$ cat config.mk
export PLATFORM = sky130hd
export DESIGN_NAME = mux_selector_multicanal
export DESIGN_NICKNAME = d
export VERILOG_FILES = /design/src/rtl/mux_selector_multicanal.sv
export SDC_FILE = /design/constraint.sdc
export NUM_CORES = 1
export LEC_CHECK = 0
export CORE_AREA = 2 2 51 53
export CTS_CLUSTER_SIZE = 10
export DETAILED_ROUTE_END_ITERATION = 6
export DIE_AREA = 0 0 53 55
export PLACE_DENSITY = 0.78
export SETUP_SLACK_MARGIN = 0.15
export SLEW_MARGIN = 10
export SYNTH_ARGS = -nofsm -noshare
export SYNTH_HDL_FRONTEND = slang
export SYNTH_SLANG_ARGS = --single-unit
$ cat constraint.sdc
create_clock -name clk -period 1.7 [get_ports clk]
set_input_delay 0.425 -clock clk [delete_from_list [all_inputs] [get_ports clk]]
set_output_delay 0.425 -clock clk [all_outputs]
set_load 0.05 [all_outputs]
$ cat src/rtl/mux_selector_multicanal.sv
// -----------------------------------------------------------------------------
// mux_selector_multicanal
//
// Multi-channel selector with a single-word output register and a
// valid/ready handshake. A capture request copies the selected channel word
// into dato_out (and its index into canal_out), then holds it until the
// downstream side accepts it. A request that arrives while a word is still
// waiting, with no acceptance that cycle, is dropped and raises the sticky
// perdido flag.
//
// Optional feature: define MUX_SELECTOR_MULTICANAL_AUTOSCAN_EN to add an
// automatic scan mode (modo=1). In scan mode a dwell timer issues one request
// every DWELL cycles and walks the channel index 0..CHANNELS-1. Without the
// macro, modo is ignored and the block is always in manual mode.
//
// Parameters
//   WIDTH    : bits per channel word
//   CHANNELS : number of input channels (2..16)
//   DWELL    : cycles per channel in scan mode (1..2^20)
//   SELW     : derived index width, max(1, clog2(CHANNELS))
//
// Ports
//   clk       in  : clock, rising edge
//   reset     in  : synchronous active-high reset
//   datos     in  : packed channel words, channel k at [k*WIDTH +: WIDTH]
//   sel       in  : manual channel index
//   modo      in  : 0 manual, 1 scan (only with the macro)
//   cargar    in  : one-cycle manual capture request
//   listo     in  : downstream ready
//   limpiar   in  : clears perdido
//   dato_out  out : captured word (registered)
//   canal_out out : captured channel index (registered)
//   valido    out : a word is held and not yet accepted
//   perdido   out : sticky, at least one request was dropped
// -----------------------------------------------------------------------------
module mux_selector_multicanal #(
  parameter int WIDTH    = 10,
  parameter int CHANNELS = 4,
  parameter int DWELL    = 1000,
  localparam int SELW    = (CHANNELS > 1) ? $clog2(CHANNELS) : 1
) (
  input  logic                      clk,
  input  logic                      reset,
  input  logic [WIDTH*CHANNELS-1:0] datos,
  input  logic [SELW-1:0]           sel,
  input  logic                      modo,
  input  logic                      cargar,
  input  logic                      listo,
  input  logic                      limpiar,
  output logic [WIDTH-1:0]          dato_out,
  output logic [SELW-1:0]           canal_out,
  output logic                      valido,
  output logic                      perdido
);

  typedef enum logic {
    ESPERA  = 1'b0,
    ENTREGA = 1'b1
  } state_t;

  state_t            state;
  state_t            state_n;
  logic [WIDTH-1:0]  dato_n;
  logic [SELW-1:0]   canal_n;
  logic              perdido_n;

  logic              req;      // capture request this cycle
  logic [SELW-1:0]   idx;      // channel index for this request
  logic [WIDTH-1:0]  picked;   // datos[idx], zero when idx is out of range

`ifdef MUX_SELECTOR_MULTICANAL_AUTOSCAN_EN
  localparam int TW = (DWELL > 1) ? $clog2(DWELL) : 1;

  logic [TW-1:0]   scan_timer;
  logic [SELW-1:0] scan_idx;
  logic            modo_q;
  logic            scan_req;

  // The cycle on which modo first rises is spent clearing the timer, so the
  // first scan capture lands DWELL cycles after that edge.
  assign scan_req = modo && modo_q && (scan_timer == TW'(DWELL - 1));

  // Dwell timer and scan index; both freeze while in manual mode.
  always_ff @(posedge clk) begin
    if (reset) begin
      scan_timer <= '0;
      scan_idx   <= '0;
      modo_q     <= 1'b0;
    end else begin
      modo_q <= modo;
      if (modo && !modo_q) begin
        scan_timer <= '0;
        scan_idx   <= '0;
      end else if (modo) begin
        if (scan_timer == TW'(DWELL - 1)) begin
          scan_timer <= '0;
          if (scan_idx == SELW'(CHANNELS - 1)) begin
            scan_idx <= '0;
          end else begin
            scan_idx <= scan_idx + 1'b1;
          end
        end else begin
          scan_timer <= scan_timer + 1'b1;
        end
      end
    end
  end

  // Request source: scan timer in scan mode, cargar in manual mode.
  always_comb begin
    req = 1'b0;
    idx = sel;
    if (modo) begin
      req = scan_req;
      idx = scan_idx;
    end else begin
      req = cargar;
      idx = sel;
    end
  end
`else
  // modo has no meaning without the scan feature.
  logic unused_modo;
  assign unused_modo = modo;

  assign req = cargar;
  assign idx = sel;
`endif

  // Channel word selection; indices with no matching channel yield zero.
  always_comb begin
    picked = '0;
    for (int k = 0; k < CHANNELS; k++) begin
      if (idx == SELW'(k)) begin
        picked = datos[k*WIDTH +: WIDTH];
      end else begin
        picked = picked;
      end
    end
  end

  // State and output registers.
  always_ff @(posedge clk) begin
    if (reset) begin
      state     <= ESPERA;
      dato_out  <= '0;
      canal_out <= '0;
      perdido   <= 1'b0;
    end else begin
      state     <= state_n;
      dato_out  <= dato_n;
      canal_out <= canal_n;
      perdido   <= perdido_n;
    end
  end

  // Next state, next held word and drop detection.
  always_comb begin
    state_n   = state;
    dato_n    = dato_out;
    canal_n   = canal_out;
    perdido_n = perdido;
    if (limpiar) begin
      perdido_n = 1'b0;
    end else begin
      perdido_n = perdido;
    end
    case (state)
      ESPERA: begin
        if (req) begin
          dato_n  = picked;
          canal_n = idx;
          state_n = ENTREGA;
        end else begin
          state_n = ESPERA;
        end
      end
      ENTREGA: begin
        if (listo) begin
          // Accepted: a same-cycle request refills the register directly.
          if (req) begin
            dato_n  = picked;
            canal_n = idx;
            state_n = ENTREGA;
          end else begin
            state_n = ESPERA;
          end
        end else begin
          // Held word not accepted: a request is lost, and a drop wins
          // over a same-cycle limpiar.
          if (req) begin
            perdido_n = 1'b1;
          end else begin
            perdido_n = perdido_n;
          end
        end
      end
      default: begin
        state_n = ESPERA;
      end
    endcase
  end

  assign valido = (state == ENTREGA);

endmodule

==> results of run 1 <==
## final cells by class
cell class | instances | share of cell area (%)
Clock buffer | 3 | 1.63
Inverter | 1 | 0.272
Multi-Input combinational cell | 34 | 29.8
Sequential cell | 14 | 20.3
Tap cell | 30 | 2.72
Timing Repair Buffer | 67 | 45.2
## placed cells by master, fill, tap and decap left out, types with 2 or more instances in the layout
cell,instances
mux4_2,9
o21ai_0,2
a21oi_1,4
nand3_1,2
clkdlybuf4s50_1,45
buf_4,19
dfxtp_1,14
clkbuf_4,3
nor2b_1,2
a22o_1,10
buf_6,2
## state kept, by name, indices dropped and copies added (netlist names)
register	flops
dato_out	10
valido	1
perdido	1
canal_out	2
## power by group
| part | internal, mW | total [mW] | switching [mW] |
|---|---|---|---|
| registers | 0.351 | 0.364 | 0.0123 |
| clock network | 0.0817 | 0.182 | 0.100 |
| logic | 0.187 | 0.336 | 0.149 |
## per-stage QoR
step,std cells,setup TNS (ns),worst slack [ns]
final,149,0,0.260
after global routing,149,0,0.185
after CTS,149,0,0.234
after detailed placement,146,-2.32,-0.266
after global placement,146,-2.00,-0.228
after floorplan,52,0,0.313
## path summary, 6_finish.rpt
kind                            startpoint                        end  slack [ns]  cells past startpoint
setup / recovery                     reset   dato_out[4]$_SDFFE_PP0P_        0.26                      3
setup reg to reg         valido$_SDFF_PP0_  canal_out[0]$_SDFFE_PP0P_        0.60                      4
hold / removal    dato_out[4]$_SDFFE_PP0P_   dato_out[4]$_SDFFE_PP0P_        0.49                      1
hold reg to reg   dato_out[4]$_SDFFE_PP0P_   dato_out[4]$_SDFFE_PP0P_        0.49                      1
## what timing repair did
item / in CTS / in global routing
endpoints found under the setup margin: 10 / 1
resized for setup: 3 / 1
hold buffers: 0 / 0
## layer usage
metal  GRT usage, %  share of wire, %  vias up
met2           31.7                57       34
met3           2.69               7.1        2
met4           8.55               1.3        0
li1               -                 -      353
met5              0                 0        -
met1           14.6                35      328
## logic make-up after synthesis
kind of cell           Yosys count
AOI/OAI and AO/OA               17
buffers and inverters            4
DFF                             14
muxes                           10
and+or+nand+nor                  7
==> impl_metrics.ini, run 1 <==
[place]
placed_area_um2 = 1340
gp_congestion = 0.740
io_buffers = 60
dpl.hpwl_um = 1770

[pwr]
power.total_mw = 0.882
power_density_nw_per_um2 = 639
vdd_drop_max_mv = 0.382
power.leakage_nw = 0.555

[global_route]
grt_max_degree = 11
grt_pass1_wl_um = 3170
grt.overflow.total = 0
track_usage_pct = 15.6
antenna_found_initial = 0
grt_pass1_vias = 779

[floorplanning]
die_x_um = 53
rows = 18
fp.dieH_um = 55
die-area_um2 = 2920
coreArea_um2 = 2360
io_pins = 62
initial_utilization_pct = 29.9

[clock_network]
cts_buffer_depth = 2
cts_tree = built
h-tree-depth = 1
clkSlewWorstSetupHoldPaths_ns = 0.08
root_buffer = clkbuf_4
clock_sinks = 14
cts_made_buffers = 3
clock_latency_ns = 0.27
postCtsSetupBuffers = 0

[final_layout]
fin_nets = 169
ff_latch_area_um2 = 280
antenna_cells = 0
n_fill_cell = 214
multiInputGateArea_um2 = 412
area_growth_pct = 94.9
drive_gt1_share_pct = 29.4
final_area_um2 = 1380
fin_util_pct = 58.4

[flow_run]
maxCapViolations = 0

[worst_hold_path]
holdCritPathClass = reg2reg

[synthesis]
synth_common_cells = 14 x dfxtp_1, 10 x a22o_1, 9 x mux4_2
ys_warn_count = 0
syn_inst = 52
synth_top_family_by_area = multiplexers
synth_seq_area_share_pct = 39.6
synth_adder_area_share_pct = 0
syn-num-nets = 100
synth_xor_area_share_pct = 0
synthesis.area_um2 = 708
synth_area_leaders = dfxtp_1 40%, mux4_2 29%, a22o_1 12%, mux4_1 3.7%, a21oi_1 2.8%
synth_compound_area_share_pct = 17.8
netlist.area_leader.share_pct = 39.6
synth_top_area_cell = dfxtp_1
synthMuxAreaShare_pct = 32.3
ys.flop_type = dfxtp_1
async_reset_ff_share_pct = 0
postSynthAreaPerCell_um2 = 13.6
synth_edf_count = 0
yosys.area_share.simple_pct = 6.89
synth-seq-cells = 14
yosysMostFrequentCell = dfxtp_1
synth_cell_types = 16

[timing]
rsz0062_at_grt = false
max_freq_mhz = 695
slew_headroom_pct = 71.2
setup_viol = 0
tightest_slew_ns = 0.431
slew_viol_final = 0
finalHoldViolCount = 0
fin_crit_sh_pct = 84.7
whs_ns = 0.489
skew_ns = 0.00367
post-route-min-period_ns = 1.44

[worst_setup_path]
worstPathCellList = clkdlybuf4s50_1 > nor3_4 > a22o_1
critPathMaxFanout = 10
cpPeakStageDelay_ns = 0.56
crit_type = in2reg
path_buf_inv = 1
crit_family = buffers and inverters
worst_ep_arrival_time_ns = 1.66
start_kind = input port
crit_slowest_cell = clkdlybuf4s50_1
required_ns = 1.92
worst_setup_path_end_kind = flip-flop

[status]
status = finished clean

[route]
ant_nets = 0
drtIter0Drc = 14
vias = 717
drt_first_pass_iters = 3
drc = 0
detail_route.wl_per_cell_um = 13.7
via_per_inst = 4.81
routed_wl_um = 2040
Note: power is estimated with default switching activity, not from simulation.
==> run 2, diff against run 1 <==
- clock period: 1.7 -> 1.4 ns (I/O delays scaled with it)
==> run 2 against run 1 <==
Clock power is 59% higher. Cell area increased by 19%. Largest power group is now combinational cells. Global-route usage grew 1.4 points. Non-clock buffer count rose by 6. Worst hold slack gained 0.013 ns. Sequential share of layout area fell by 3.2 points. First-iteration DRC count decreased by 36%. Largest cell class unchanged. Highest routed layer unchanged. Die area unchanged.
==> impl_metrics.ini, run 2 (same netlist as run 1, synthesis figures left out) <==
[status]
status = finished clean

[flow_run]
maxCapViolations = 0

[timing]
post-route-min-period_ns = 1.24
skew_ns = 0.00415
rsz0062_at_grt = false
fin_crit_sh_pct = 88.3
setup_viol = 0
finalHoldViolCount = 0
max_freq_mhz = 809
final.setup.tns_ns = 0
tightest_slew_ns = 0.302
setup_slack_ns = 0.164
slew_viol_final = 0
slew_headroom_pct = 79.8

[clock_network]
root_buffer = clkbuf_4
ctsHoldBuffers = 0
clock_latency_ns = 0.28
clock_sinks = 14
cts_tree = built
h-tree-depth = 1
cts_buffer_depth = 2
cts_made_buffers = 3
clkSlewWorstSetupHoldPaths_ns = 0.09

[route]
via_per_inst = 4.90
routed_wl_um = 2380
drtIter0Drc = 9
detail_route.wl_per_cell_um = 15.3
drc = 0
vias = 765
ant_nets = 0
drt_first_pass_iters = 4

[global_route]
antenna_found_initial = 0
grt_max_degree = 9
grt.overflow.total = 0
track_usage_pct = 16.9
grt_pass1_wl_um = 3530
grt_pass1_vias = 828

[final_layout]
largest_reg_flops = 10
area_growth_pct = 132
regMostFlops = dato_out
drive_gt1_share_pct = 37.3
reg.largest.list = dato_out (10), canal_out (2)
layout_commonest_cell = clkdlybuf4s50_1
n_fill_cell = 176
final_area_um2 = 1640
fin_util_pct = 69.4
final_cell_mix = 36 x clkdlybuf4s50_1, 15 x buf_12, 13 x dfxtp_1
fin_nets = 175
antenna_cells = 0

[worst_setup_path]
crit_type = in2reg
rr_startpoint = valido$_SDFF_PP0_
cp.depth = 3
reg2reg_slack_ns = 0.24
start_kind = input port
worst_setup_path_end_kind = flip-flop
r2r_cells = 4
crit_family = multiplexers
path_buf_inv = 1
crit_start = datos[23]
cpPeakStageDelay_ns = 0.45
critPathMaxFanout = 1
endpoint = dato_out[3]$_SDFFE_PP0P_
crit_slowest_cell = mux4_2
worst_ep_arrival_time_ns = 1.41
required_ns = 1.57
r2r_end = dato_out[4]$_SDFFE_PP0P_
worstPathCellList = clkdlybuf4s50_1 > mux4_2 > a22o_1

[floorplanning]
io_pins = 62
die_x_um = 53
fp.dieH_um = 55
rows = 18
initial_utilization_pct = 29.9
die-area_um2 = 2920
coreArea_um2 = 2360

[pwr]
power.total_mw = 1.24
power_density_nw_per_um2 = 758
vdd_drop_max_mv = 0.406
power.leakage_nw = 0.695

[place]
gp_congestion = 0.797
post-place-ws_ns = -0.507
io_buffers = 60
placed_area_um2 = 1540
dpl.hpwl_um = 1870

[worst_hold_path]
holdCritPathClass = in2reg
hold_depth = 3
## run 2: cell types whose count changed in the layout (fill, tap and decap cells not counted), moves of 3 or more
cell,before,now
buf_4,19,9
dlygate4sd2_1,1,4
clkdlybuf4s50_1,45,36
buf_12,0,15
dlymetal6s2s_1,0,5
## run 2: per-layer routing
layer,up-vias,global-route usage [%],share of wire [%]
met5,-,0,0
met4,0,7.69,1.1
met3,2,4.03,7.9
met2,37,34.2,57
met1,364,16.1,34
li1,362,-,-
## run 2: final cells by class
cell class / instances / area [µm²] / area share (%)
tap: 30 / 37.5 / 2.29
inverter: 1 / 3.75 / 0.229
sequential: 14 / 282 / 17.1
multi-input combinational: 34 / 418 / 25.5
timing repair buffer: 73 / 865 / 52.7
clock buffer: 4 / 36.3 / 2.21
## run 2: worst min-delay path by stage
stage / from / to / slack (ns)
2_1_floorplan: cargar / perdido$_SDFF_PP0_ / 0.49
3_3_place_gp: canal_out[1]$_SDFFE_PP0P_ / canal_out[1]$_SDFFE_PP0P_ / 0.51
3_5_place_dp: canal_out[1]$_SDFFE_PP0P_ / canal_out[1]$_SDFFE_PP0P_ / 0.51
4_1_cts: canal_out[1]$_SDFFE_PP0P_ / canal_out[1]$_SDFFE_PP0P_ / 0.52
5_1_grt: cargar / valido$_SDFF_PP0_ / 0.51
6_report: cargar / valido$_SDFF_PP0_ / 0.50
## run 2: report_power, final
| group | leakage [nW] | internal [mW] | switching, mW |
|---|---|---|---|
| Sequential | 0.116 | 0.427 | 0.0321 |
| Combinational | 0.559 | 0.307 | 0.189 |
| Clock | 0.0210 | 0.158 | 0.131 |
## run 2: worst register-to-register path, cell delays in order, from the launching register on
cell and delay (ns):
dfxtp_2 0.39, nor2b_2 0.24, nor3_4 0.07, buf_4 0.16, a22o_1 0.20
## run 2: what timing repair did
action / in CTS / in global routing
buffers inserted: 5 / 0
pin swaps: 3 / 2
resized for setup: 12 / 8
setup endpoints to repair: 10 / 10
cloned: 0 / 0
## run 2: metrics by stage
| stage | hold slack, ns | std cells |
|---|---|---|
| 2_1_floorplan | 0.489 | 52 |
| 3_3_place_gp | 0.506 | 147 |
| 3_5_place_dp | 0.507 | 147 |
| 4_1_cts | 0.519 | 156 |
| 5_1_grt | 0.507 | 156 |
| 6_report | 0.502 | 156 |
==> run 3, diff against run 2 <==
- CTS_CLUSTER_SIZE: 10 -> unset
==> results of run 3 <==
Same layout as run 2: the final DEF is identical, and so are final timing and power.
